`src/rtl/zrb_uart_tx_arbiter_pkg.sv`:
```
// zrb_uart_tx_arbiter shared types and constants.
// ZRB_UART_ARB_TAG_EN adds a header-byte state.
package zrb_uart_tx_arbiter_pkg;

  typedef enum logic [1:0] {
    ST_IDLE  = 2'd0,
    ST_BUSY  = 2'd1,
    ST_DRAIN = 2'd2,
    ST_TAG   = 2'd3
  } arb_state_e;

  localparam int MAX_LEN_DEF = 64;

  // grant id sits in the low bits of the tag byte
  localparam int TAG_ID_LSB = 0;

endpackage

```
`src/rtl/zrb_uart_tx_arbiter_if.sv`:
```
// Requester bundle and UART tx FIFO write side.
// Master drives bytes and tx_en; slave is the arbiter.
interface zrb_uart_tx_arbiter_if #(
  parameter int NUM_REQ    = 4,
  parameter int DATA_WIDTH = 8
);
  logic [NUM_REQ-1:0]            req_valid;
  logic [NUM_REQ*DATA_WIDTH-1:0] req_data;
  logic [NUM_REQ-1:0]            req_last;
  logic [NUM_REQ-1:0]            req_ready;
  logic                          uart_tx_en;
  logic                          uart_wr;
  logic [DATA_WIDTH-1:0]         uart_data;

  modport master (
    output req_valid, req_data, req_last,
    output uart_tx_en,
    input  req_ready, uart_wr, uart_data
  );

  modport slave (
    input  req_valid, req_data, req_last,
    input  uart_tx_en,
    output req_ready, uart_wr, uart_data
  );
endinterface

```
`src/rtl/zrb_uart_tx_arbiter_rr_pick.sv`:
```
// Round-robin priority picker: first set bit
// searching upward from last+1, wrapping.
module zrb_rr_pick
  import zrb_uart_tx_arbiter_pkg::*;
#(
  parameter int N    = 4,
  parameter int ID_W = 2
) (
  input  logic [N-1:0]    req,
  input  logic [ID_W-1:0] last,
  output logic            found,
  output logic [ID_W-1:0] idx
);
  localparam int SW = (N > 1) ? $clog2(N) : 1;

  logic [SW-1:0] j;

  // walk from the farthest slot back so the nearest hit wins
  always_comb begin
    found = 1'b0;
    idx   = '0;
    j     = '0;
    for (int k = N; k >= 1; k--) begin
      j = SW'((int'(last) + k) % N);
      if (req[j]) begin
        found = 1'b1;
        idx   = ID_W'(j);
      end
    end
  end
endmodule

```
`src/rtl/zrb_uart_tx_arbiter.sv`:
```
// Packet-level round-robin arbiter onto UART tx FIFO.
// ZRB_UART_ARB_TAG_EN: prefix each packet with id byte.
module zrb_uart_tx_arbiter
  import zrb_uart_tx_arbiter_pkg::*;
#(
  parameter int NUM_REQ    = 4,
  parameter int DATA_WIDTH = 8,
  parameter int MAX_LEN    = MAX_LEN_DEF,
  parameter int ID_W       = 2
) (
  input  logic            clk,
  input  logic            reset_n,
  zrb_uart_tx_arbiter_if.slave bus,
  output logic            grant_valid,
  output logic [ID_W-1:0] grant_id,
  output logic            err_overlen
);
  localparam logic [7:0] MAX_B = 8'(MAX_LEN);
  localparam logic [ID_W-1:0] LAST_RST =
    ID_W'(NUM_REQ - 1);

`ifdef ZRB_UART_ARB_TAG_EN
  localparam arb_state_e GRANT_ST = ST_TAG;
`else
  localparam arb_state_e GRANT_ST = ST_BUSY;
`endif

  arb_state_e      state_q, state_d;
  logic [ID_W-1:0] gid_q, gid_d;
  logic [ID_W-1:0] last_q, last_d;
  logic [7:0]      cnt_q, cnt_d;
  logic            err_q, err_d;

  logic                  pick_found;
  logic [ID_W-1:0]       pick_idx;
  logic                  own_valid;
  logic                  own_last;
  logic [DATA_WIDTH-1:0] own_data;

  zrb_rr_pick #(
    .N    (NUM_REQ),
    .ID_W (ID_W)
  ) u_pick (
    .req   (bus.req_valid),
    .last  (last_q),
    .found (pick_found),
    .idx   (pick_idx)
  );

  assign own_valid = bus.req_valid[gid_q];
  assign own_last  = bus.req_last[gid_q];
  assign own_data  =
    bus.req_data[int'(gid_q)*DATA_WIDTH +: DATA_WIDTH];

`ifdef ZRB_UART_ARB_TAG_EN
  logic [DATA_WIDTH-1:0] tag_byte;
  always_comb begin
    tag_byte = '0;
    tag_byte[TAG_ID_LSB +: ID_W] = gid_q;
  end
`endif

  always_comb begin
    state_d       = state_q;
    gid_d         = gid_q;
    last_d        = last_q;
    cnt_d         = cnt_q;
    err_d         = 1'b0;
    bus.req_ready = '0;
    bus.uart_wr   = 1'b0;
    bus.uart_data = own_data;
    unique case (state_q)
      ST_IDLE: begin
        if (pick_found) begin
          gid_d   = pick_idx;
          cnt_d   = '0;
          state_d = GRANT_ST;
        end
      end
      ST_BUSY: begin
        bus.req_ready[gid_q] = bus.uart_tx_en;
        bus.uart_wr = own_valid & bus.uart_tx_en;
        if (own_valid & bus.uart_tx_en) begin
          cnt_d = cnt_q + 8'd1;
          if (own_last) begin
            last_d  = gid_q;
            state_d = ST_IDLE;
          end else if (cnt_d == MAX_B) begin
            state_d = ST_DRAIN;
            err_d   = 1'b1;
          end
        end
      end
      // swallow the tail so it is not seen as a new packet
      ST_DRAIN: begin
        bus.req_ready[gid_q] = 1'b1;
        if (own_valid & own_last) begin
          last_d  = gid_q;
          state_d = ST_IDLE;
        end
      end
      ST_TAG: begin
`ifdef ZRB_UART_ARB_TAG_EN
        bus.uart_wr   = bus.uart_tx_en;
        bus.uart_data = tag_byte;
        if (bus.uart_tx_en) state_d = ST_BUSY;
`else
        state_d = ST_IDLE;
`endif
      end
      default: state_d = ST_IDLE;
    endcase
  end

  always_ff @(posedge clk or negedge reset_n) begin
    if (!reset_n) begin
      state_q <= ST_IDLE;
      gid_q   <= '0;
      last_q  <= LAST_RST;
      cnt_q   <= '0;
      err_q   <= 1'b0;
    end else begin
      state_q <= state_d;
      gid_q   <= gid_d;
      last_q  <= last_d;
      cnt_q   <= cnt_d;
      err_q   <= err_d;
    end
  end

  assign grant_valid = (state_q == ST_BUSY) |
                       (state_q == ST_DRAIN);
  assign grant_id    = gid_q;
  assign err_overlen = err_q;
endmodule

```
`src/flat_wrapper.sv`:
```
// flat-port wrapper written by rule: the top's interface ports become plain ports
module zrb_uart_tx_arbiter_flat import zrb_uart_tx_arbiter_pkg::*;
#(
  parameter int NUM_REQ    = 4,
  parameter int DATA_WIDTH = 8,
  parameter int MAX_LEN    = MAX_LEN_DEF,
  parameter int ID_W       = 2
)
  (clk, reset_n, grant_valid, grant_id, err_overlen, bus_req_valid, bus_req_data, bus_req_last, bus_uart_tx_en, bus_req_ready, bus_uart_wr, bus_uart_data);
  zrb_uart_tx_arbiter_if #(.NUM_REQ(NUM_REQ), .DATA_WIDTH(DATA_WIDTH)) bus_i ();
  input  logic clk;
  input  logic reset_n;
  output logic grant_valid;
  output logic [ID_W-1:0] grant_id;
  output logic err_overlen;
  input wire logic [$bits(bus_i.req_valid)-1:0] bus_req_valid;
  input wire logic [$bits(bus_i.req_data)-1:0] bus_req_data;
  input wire logic [$bits(bus_i.req_last)-1:0] bus_req_last;
  input wire logic [$bits(bus_i.uart_tx_en)-1:0] bus_uart_tx_en;
  output wire logic [$bits(bus_i.req_ready)-1:0] bus_req_ready;
  output wire logic [$bits(bus_i.uart_wr)-1:0] bus_uart_wr;
  output wire logic [$bits(bus_i.uart_data)-1:0] bus_uart_data;
  assign bus_i.req_valid = bus_req_valid;
  assign bus_i.req_data = bus_req_data;
  assign bus_i.req_last = bus_req_last;
  assign bus_i.uart_tx_en = bus_uart_tx_en;
  assign bus_req_ready = bus_i.req_ready;
  assign bus_uart_wr = bus_i.uart_wr;
  assign bus_uart_data = bus_i.uart_data;
  zrb_uart_tx_arbiter #(.NUM_REQ(NUM_REQ), .DATA_WIDTH(DATA_WIDTH), .MAX_LEN(MAX_LEN), .ID_W(ID_W)) u_core (.clk(clk), .reset_n(reset_n), .bus(bus_i), .grant_valid(grant_valid), .grant_id(grant_id), .err_overlen(err_overlen));
endmodule
```
`config.mk`:
```
export PLATFORM = sky130hd
export DESIGN_NAME = zrb_uart_tx_arbiter_flat
export DESIGN_NICKNAME = d
export VERILOG_FILES = /design/src/rtl/zrb_uart_tx_arbiter_pkg.sv /design/src/rtl/zrb_uart_tx_arbiter_if.sv /design/src/rtl/zrb_uart_tx_arbiter_rr_pick.sv /design/src/rtl/zrb_uart_tx_arbiter.sv /design/src/flat_wrapper.sv
export SDC_FILE = /design/constraint.sdc
export NUM_CORES = 1
export LEC_CHECK = 0
export ABC_AREA = 1
export ABC_CLOCK_PERIOD_IN_PS = 2200
export CAP_MARGIN = 40
export CELL_PAD_IN_SITES_DETAIL_PLACEMENT = 1
export CELL_PAD_IN_SITES_GLOBAL_PLACEMENT = 1
export CORE_MARGIN = 8
export CORE_UTILIZATION = 29
export CTS_CLUSTER_DIAMETER = 120
export DETAILED_ROUTE_END_ITERATION = 12
export PLACE_DENSITY = 0.9
export SYNTH_ARGS = -nofsm -noshare
export SYNTH_HDL_FRONTEND = slang
export SYNTH_SLANG_ARGS = --single-unit
```
`constraint.sdc`:
```
create_clock -name clk -period 2.2 [get_ports clk]
set_clock_uncertainty 0.15 [all_clocks]
set_input_delay 0.22 -clock clk [delete_from_list [all_inputs] [get_ports clk]]
set_output_delay 0.22 -clock clk [all_outputs]
set_load 0.1 [all_outputs]
```
==> results.md, run 1 <==
- Detail Route Antenna Nets: 0
- Nets: 327
- Crit-path cells: o21ai_0 > nand2_1 > nand2_4 > nand2_4 > nor2_4 > buf_12
- Antenna violations before repair: 0
- Fin crit share: 97.7%
- Drt wl/cell: 15.8 µm
- Cell Area, Synth: 0.00142 mm²
- Met3 Track Usage GR: 2.58%
- Initial drt markers: 59
- Global Route met2 Usage: 28.3%
- Syn-to-layout area delta: 67.5%
- Post-Syn Instances: 213
- Die width: 85.9 µm
- Post-synthesis sequential area ratio: 26.7%
- Clock latency at the later pin of the worst-skew pair: 0.25 ns
- Vias in the first global route: 1795
- Fin. Hold Viols: 0
- Drt pass-1 iters: 4
- Core area: 0.00472 mm²
- Congestion Overflow GR: 0
- Die area: 0.00738 mm²
- YS warnings: 0
- Slowest stage cell, crit path: dfrtp_4
- # port buffers: 59
- Max FO, Critical Path: 12
- Global route hottest layer: met2
- Worst Path Required: 1.83 ns
- Max-slew violations: 0
- Row Count: 25
- Drt drc: 0
- Inserted Clock Buffers: 3
- Global-route wire length before repair: 8.79 mm
- # setup viols final: 0
- Max Root-Sink Buffers: 2
- Worst min path class: input port to async pin
- Leakage: 1.06 nW
- Die Y: 85.9 µm
- Peak supply drop: 1.30 mV
- Dpl hpwl: 4.66 mm
- Slew headroom: 53.6%
- Vias/cell: 4.79
- Worst Setup SP: u_core.grant_id[0]$_DFFE_PN0P_
- Startpoint Class: flip-flop
- Crit-path most repeated cell: nand2_4
- TritonCTS Sinks: 15
- Fmax: 0.465 GHz
- Final Util: 50.2%
- Crit. End Element: output port
- R2r startpoint: u_core.last_q[0]$_DFFE_PN1P_
- #FFs+latches synth: 15
- DR vias: 1652
- Final min period: 2.15 ns
- PD cells: 1800 mW/mm²
- Layout cells sized above 1: 24.5%
- Setup TNS: 0 ns
- Maxcap violations: 0
- Synth cell types: 30
- Slowest stage delay, CP: 0.56 ns
- Io pins: 60
- Starting density of the core: 30.0%
- Met1 usage in global routing: 15.9%
- Diode count: 0
- Post-Syn Area per Cell: 6.65 µm²
- Drt total wl: 5.45 mm
- Status: finished, final reports clean
- Clock Tree Root: clkbuf_8
- Worst-Margin Slew: 0.693 ns
- GP Congestion: 0.747
- H-tree depth: 1
- Post-Syn Nets: 261
- Setup CP Type: flip-flop to output port
- Count of hold-fix buffers inserted at cts: 0
- Clock transition at path regs: 0.06 ns
- All-Layer GR Usage: 15.0%
- Critical Path AT: 1.78 ns
- Largest net degree at the start of global routing: 16
- CTS tree: yes
-- critical path, delay by kind of cell (launching register included) --
family                 cells  cell delay [ns]
DFF                        1             0.56
and+or+nand+nor            4             0.51
AOI/OAI and AO/OA          1             0.25
buffers and inverters      1             0.20
-- registers in the layout, summed over array words and instances, names as in the netlist --
register and count:
u_core.grant_id 2, u_core.cnt_q 8, u_core.err_overlen 1, u_core.state_q 2, u_core.last_q 2
-- cell type report --
type / instances / area, µm²
repair buffers: 64 / 761
multi-input cells: 171 / 1000
fillers: 571 / 2350
clock buffers: 4 / 45.0
flip-flops and latches: 15 / 385
well taps: 67 / 83.8
inverters: 24 / 95.1
-- cells by family after synthesis --
logic type | after synthesis | share of synthesized area, %
AOI/OAI and AO/OA | 33 | 16.3
xor gates and xnor gates | 3 | 1.86
adders and majority gates | 5 | 4.42
buffers and inverters | 27 | 8.30
DFF | 15 | 26.7
and+or+nand+nor | 130 | 42.5
-- worst paths after layout --
check,slack [ns],end,depth (start not counted)
max in group asynchronous,1.15,u_core.grant_id[0]$_DFFE_PN0P_,1
min in group clk,0.35,u_core.cnt_q[7]$_DFFE_PN0P_,2
setup / recovery,0.05,bus_uart_wr,6
setup reg to reg,0.36,u_core.cnt_q[3]$_DFFE_PN0P_,8
hold / removal,0.24,u_core.cnt_q[4]$_DFFE_PN0P_,1
hold reg to reg,0.35,u_core.cnt_q[7]$_DFFE_PN0P_,2
-- Yosys cell counts, drive strengths merged --
library cell,n,share of area [%]
nor2,21,7.3
dfrtp,13,23
buf,3,1.9
a21boi,1,0.53
nor3,4,1.8
o211ai,2,2.0
dfstp,2,3.7
xnor2,3,1.9
nand3,11,4.9
a22oi,13,6.9
and2,1,0.62
o21ai,14,5.2
inv,24,6.4
a21oi,1,0.62
nand4,2,0.88
nand2,91,27
ha,5,4.4
o21bai,1,0.53
a31oi,1,0.44
-- power breakdown --
group	switching [mW]	internal, mW	total [mW]
logic	2.33	1.18	3.51
registers	0.168	0.373	0.540
clock network	0.0958	0.128	0.224
total	2.60	1.68	4.28
-- what timing repair did --
item | 4_1_cts | 5_1_grt
resized for setup | 1 | 0
pin swaps | 1 | 1
endpoints found under the hold margin | 0 | 0
setup buffers | 1 | 2
endpoints found under the setup margin | 7 | 2
-- cells in the final DEF, fill, tap and decap left out, drive strengths merged --
| cell | synthesis | routed |
|---|---|---|
| nand2 | 91 | 91 |
| clkdlybuf4s50 | 0 | 42 |
| inv | 24 | 24 |
| buf | 3 | 22 |
| nor2 | 21 | 21 |
| o21ai | 14 | 14 |
| a22oi | 13 | 13 |
| dfrtp | 13 | 13 |
| nand3 | 11 | 11 |
| ha | 5 | 5 |
| nor3 | 4 | 4 |
| clkbuf | 0 | 4 |
| xnor2 | 3 | 3 |
| nand4 | 2 | 2 |
| dfstp | 2 | 2 |
| o211ai | 2 | 2 |
| o21bai | 1 | 1 |
| a21oi | 1 | 1 |
| a21boi | 1 | 1 |
| and2 | 1 | 1 |
| a31oi | 1 | 1 |
-- layer usage --
layer / part of all wire [%] / wire length (µm) / up-vias
met5: 0 / 0 / -
met2: 56 / 3060 / 33
li1: - / - / 817
met3: 3.1 / 167 / 9
met1: 38 / 2080 / 793
met4: 2.5 / 135 / 0
-- through the flow --
step	total power, mW	cell area (µm²)	std cells	worst slack (ns)	hold slack, ns
2_1_floorplan	2.97	1520	213	-0.300	-0.226
3_3_place_gp	3.94	2300	338	0.135	0.327
3_5_place_dp	4.03	2300	338	0.0752	0.340
4_1_cts	4.28	2360	343	0.0418	0.263
5_1_grt	4.54	2370	345	-0.0212	0.298
6_report	4.28	2370	345	0.0512	0.241
(Power assumes the default switching activity.)
==> run 2, diff against run 1 <==
--- a/config.mk
+++ b/config.mk
@@ -14,6 +14,7 @@
 export CORE_UTILIZATION = 29
 export CTS_CLUSTER_DIAMETER = 120
 export DETAILED_ROUTE_END_ITERATION = 12
+export HOLD_SLACK_MARGIN = 0.02
 export PLACE_DENSITY = 0.9
 export SYNTH_ARGS = -nofsm -noshare
 export SYNTH_HDL_FRONTEND = slang
==> results of run 2 <==
The final DEF is identical to that of run 1; final timing and power are the same.
==> run 3, diff against run 2 <==
--- a/config.mk
+++ b/config.mk
@@ -6,7 +6,7 @@
 export NUM_CORES = 1
 export LEC_CHECK = 0
 export ABC_AREA = 1
-export ABC_CLOCK_PERIOD_IN_PS = 2200
+export ABC_CLOCK_PERIOD_IN_PS = 2150
 export CAP_MARGIN = 40
 export CELL_PAD_IN_SITES_DETAIL_PLACEMENT = 1
 export CELL_PAD_IN_SITES_GLOBAL_PLACEMENT = 1
==> constraint.sdc (replaced) <==
create_clock -name clk -period 2.15 [get_ports clk]
set_clock_uncertainty 0.15 [all_clocks]
set_input_delay 0.215 -clock clk [delete_from_list [all_inputs] [get_ports clk]]
set_output_delay 0.215 -clock clk [all_outputs]
set_load 0.1 [all_outputs]
==> results.md, run 3 (same netlist as run 1, synthesis figures left out) <==
- Most frequent cells in the layout: nand2_1 (73), clkdlybuf4s50_1 (42), inv_1 (15) (was nand2_1 (80), clkdlybuf4s50_1 (42), inv_1 (18), buf_12 (14))
- Clock latency at the later pin of the worst-skew pair: 0.25 ns (about the same)
- Congestion Overflow GR: 0 (unchanged)
- Leakage: 1.09 nW (was 1.06 nW)
- Syn-to-layout area delta: 73.9% (was 67.5%)
- Clock transition at path regs: 0.06 ns (about the same)
- Largest net degree at the start of global routing: 16 (unchanged)
- # port buffers: 59 (unchanged)
- Die area: 0.00738 mm² (unchanged)
- Total power: 4.59 mW (was 4.28 mW)
- Fin crit share: 98.8%
- Peak supply drop: 1.12 mV (was 1.30 mV)
- Io pins: 60 (unchanged)
- Storage cell area: 385 µm² (unchanged)
- Max-slew violations: 0 (unchanged)
- Detail Route Antenna Nets: 0 (unchanged)
- DR vias: 1687 (was 1652)
- Diode count: 0 (unchanged)
- Row Count: 25 (unchanged)
- Startpoint Class: flip-flop (unchanged)
- Max Root-Sink Buffers: 2 (unchanged)
- TritonCTS Sinks: 15 (unchanged)
- Inserted Clock Buffers: 3 (unchanged)
- Die width: 85.9 µm (unchanged)
- Maxcap violations: 0 (unchanged)
- Layout cells sized above 1: 30.2% (was 24.5%)
- RSZ-0062 raised after global routing: true
- Vias/cell: 4.79 (about the same)
- GP Congestion: 0.779 (was 0.747)
- Drt drc: 0 (unchanged)
- Slowest stage cell, crit path: dfrtp_4 (unchanged)
- Worst min path class: input port to async pin (unchanged)
- Worst-Margin Slew: 0.713 ns (was 0.693 ns)
- Vias in the first global route: 1755 (was 1795)
- Drt total wl: 5.70 mm (was 5.45 mm)
- Setup CP Type: flip-flop to output port (unchanged)
- PD cells: 1860 mW/mm² (was 1800 mW/mm²)
- Crit-path cells: nor2_2 > a22oi_1 > nand2_2 > buf_12 (was o21ai_0 > nand2_1 > nand2_4 > nand2_4 > nor2_4 > buf_12)
- Critical Path AT: 1.76 ns (was 1.78 ns)
- CP delay by family, top: flip-flops (unchanged)
- Global-route wire length before repair: 8.65 mm (was 8.79 mm)
- Worst Path Required: 1.78 ns (was 1.83 ns)
- Die Y: 85.9 µm (unchanged)
- Dpl hpwl: 4.37 mm (was 4.66 mm)
- Final min period: 2.12 ns
- Multi-input logic area: 0.00103 mm² (was 0.00100 mm²)
- Commonest non-fill, non-tap cell in the layout: nand2_1 (unchanged)
- H-tree depth: 1 (unchanged)
- Fin. Hold Viols: 0 (unchanged)
- Nets: 334 (was 327)
- CP Buf/Inv Count: 1 (unchanged)
- Biggest register: u_core.cnt_q (unchanged)
- Fillers: 560 (was 571)
- Hold_ws: 0.242 ns (was 0.241 ns)
- Status: finished, final reports clean (unchanged)
- Crit. End Element: output port (unchanged)
- Core area: 0.00472 mm² (unchanged)
- Fmax: 0.471 GHz
- R2r setup slk: 0.25 ns (was 0.36 ns)
- Clock Tree Root: clkbuf_8 (unchanged)
- Max reg flops: 8 (unchanged)
- Antenna violations before repair: 0 (unchanged)
- Max FO, Critical Path: 13 (was 12)
- Drt wl/cell: 16.2 µm (was 15.8 µm)
- # setup viols final: 0 (unchanged)
- Initial drt markers: 46 (was 59)
- Count of hold-fix buffers inserted at cts: 0 (unchanged)
- Drt pass-1 iters: 4 (unchanged)
- Slew headroom: 52.3% (was 53.6%)
- All-Layer GR Usage: 14.7% (was 15.0%)
- Slowest stage delay, CP: 0.57 ns (was 0.56 ns)
- CTS tree: yes (unchanged)
- Starting density of the core: 30.0% (unchanged)
==> run 3: cell type report <==
class,count,share of cell area [%]
Inverter,24,4.01
Multi-Input combinational cell,171,41.9
Tap cell,67,3.40
Timing Repair Buffer,71,33.2
Clock buffer,4,1.83
Sequential cell,15,15.7
==> run 3: through the flow <==
step	utilization, %	setup WS (ns)	instance area, µm²	setup TNS, ns	cells
floorplan	-	-0.345	1530	-1.22	213
global placement	49.0	0.102	2310	0	338
detailed placement	49.0	0.0537	2310	0	338
CTS	50.2	0.0111	2370	0	343
global route	52.1	-0.0335	2460	-0.115	352
finish	52.1	0.0263	2460	0	352
==> run 3: per-layer routing <==
layer | global-route usage, % | up-vias | wire length (µm)
li1 | - | 835 | -
met1 | 17.5 | 811 | 2440
met2 | 26.5 | 34 | 3020
met3 | 2.48 | 7 | 169
met4 | 3.82 | 0 | 68
met5 | 0 | - | 0
==> run 3: power breakdown <==
part           internal (mW)  total (mW)  switching [mW]
sequential             0.381       0.557           0.176
clock                  0.131       0.233           0.101
combinational           1.31        3.80            2.49
==> run 3: what timing repair did <==
action | CTS | global route
gates resized for setup | 1 | 7
pin swaps | 2 | 7
setup buffers | 1 | 9
endpoints found under the setup margin | 12 | 12
==> run 3: worst register-to-register path, delay by kind of cell, from the launching register on <==
kind	cells	cell delay, ns
AND/OR/NAND/NOR	7	0.52
AO/OA/AOI/OAI	2	0.27
flip-flops	1	0.54
buffers and inverters	2	0.35
==> run 3: worst paths after layout <==
check | from | to | cells past startpoint
max in group asynchronous | reset_n | u_core.grant_id[1]$_DFFE_PN0P_ | 1
min | reset_n | u_core.cnt_q[3]$_DFFE_PN0P_ | 1
max | u_core.grant_id[0]$_DFFE_PN0P_ | bus_uart_data[5] | 4
max reg2reg | u_core.grant_id[0]$_DFFE_PN0P_ | u_core.last_q[0]$_DFFE_PN1P_ | 11
min in group clk | u_core.last_q[1]$_DFFE_PN1P_ | u_core.last_q[1]$_DFFE_PN1P_ | 2
min reg2reg | u_core.last_q[1]$_DFFE_PN1P_ | u_core.last_q[1]$_DFFE_PN1P_ | 2
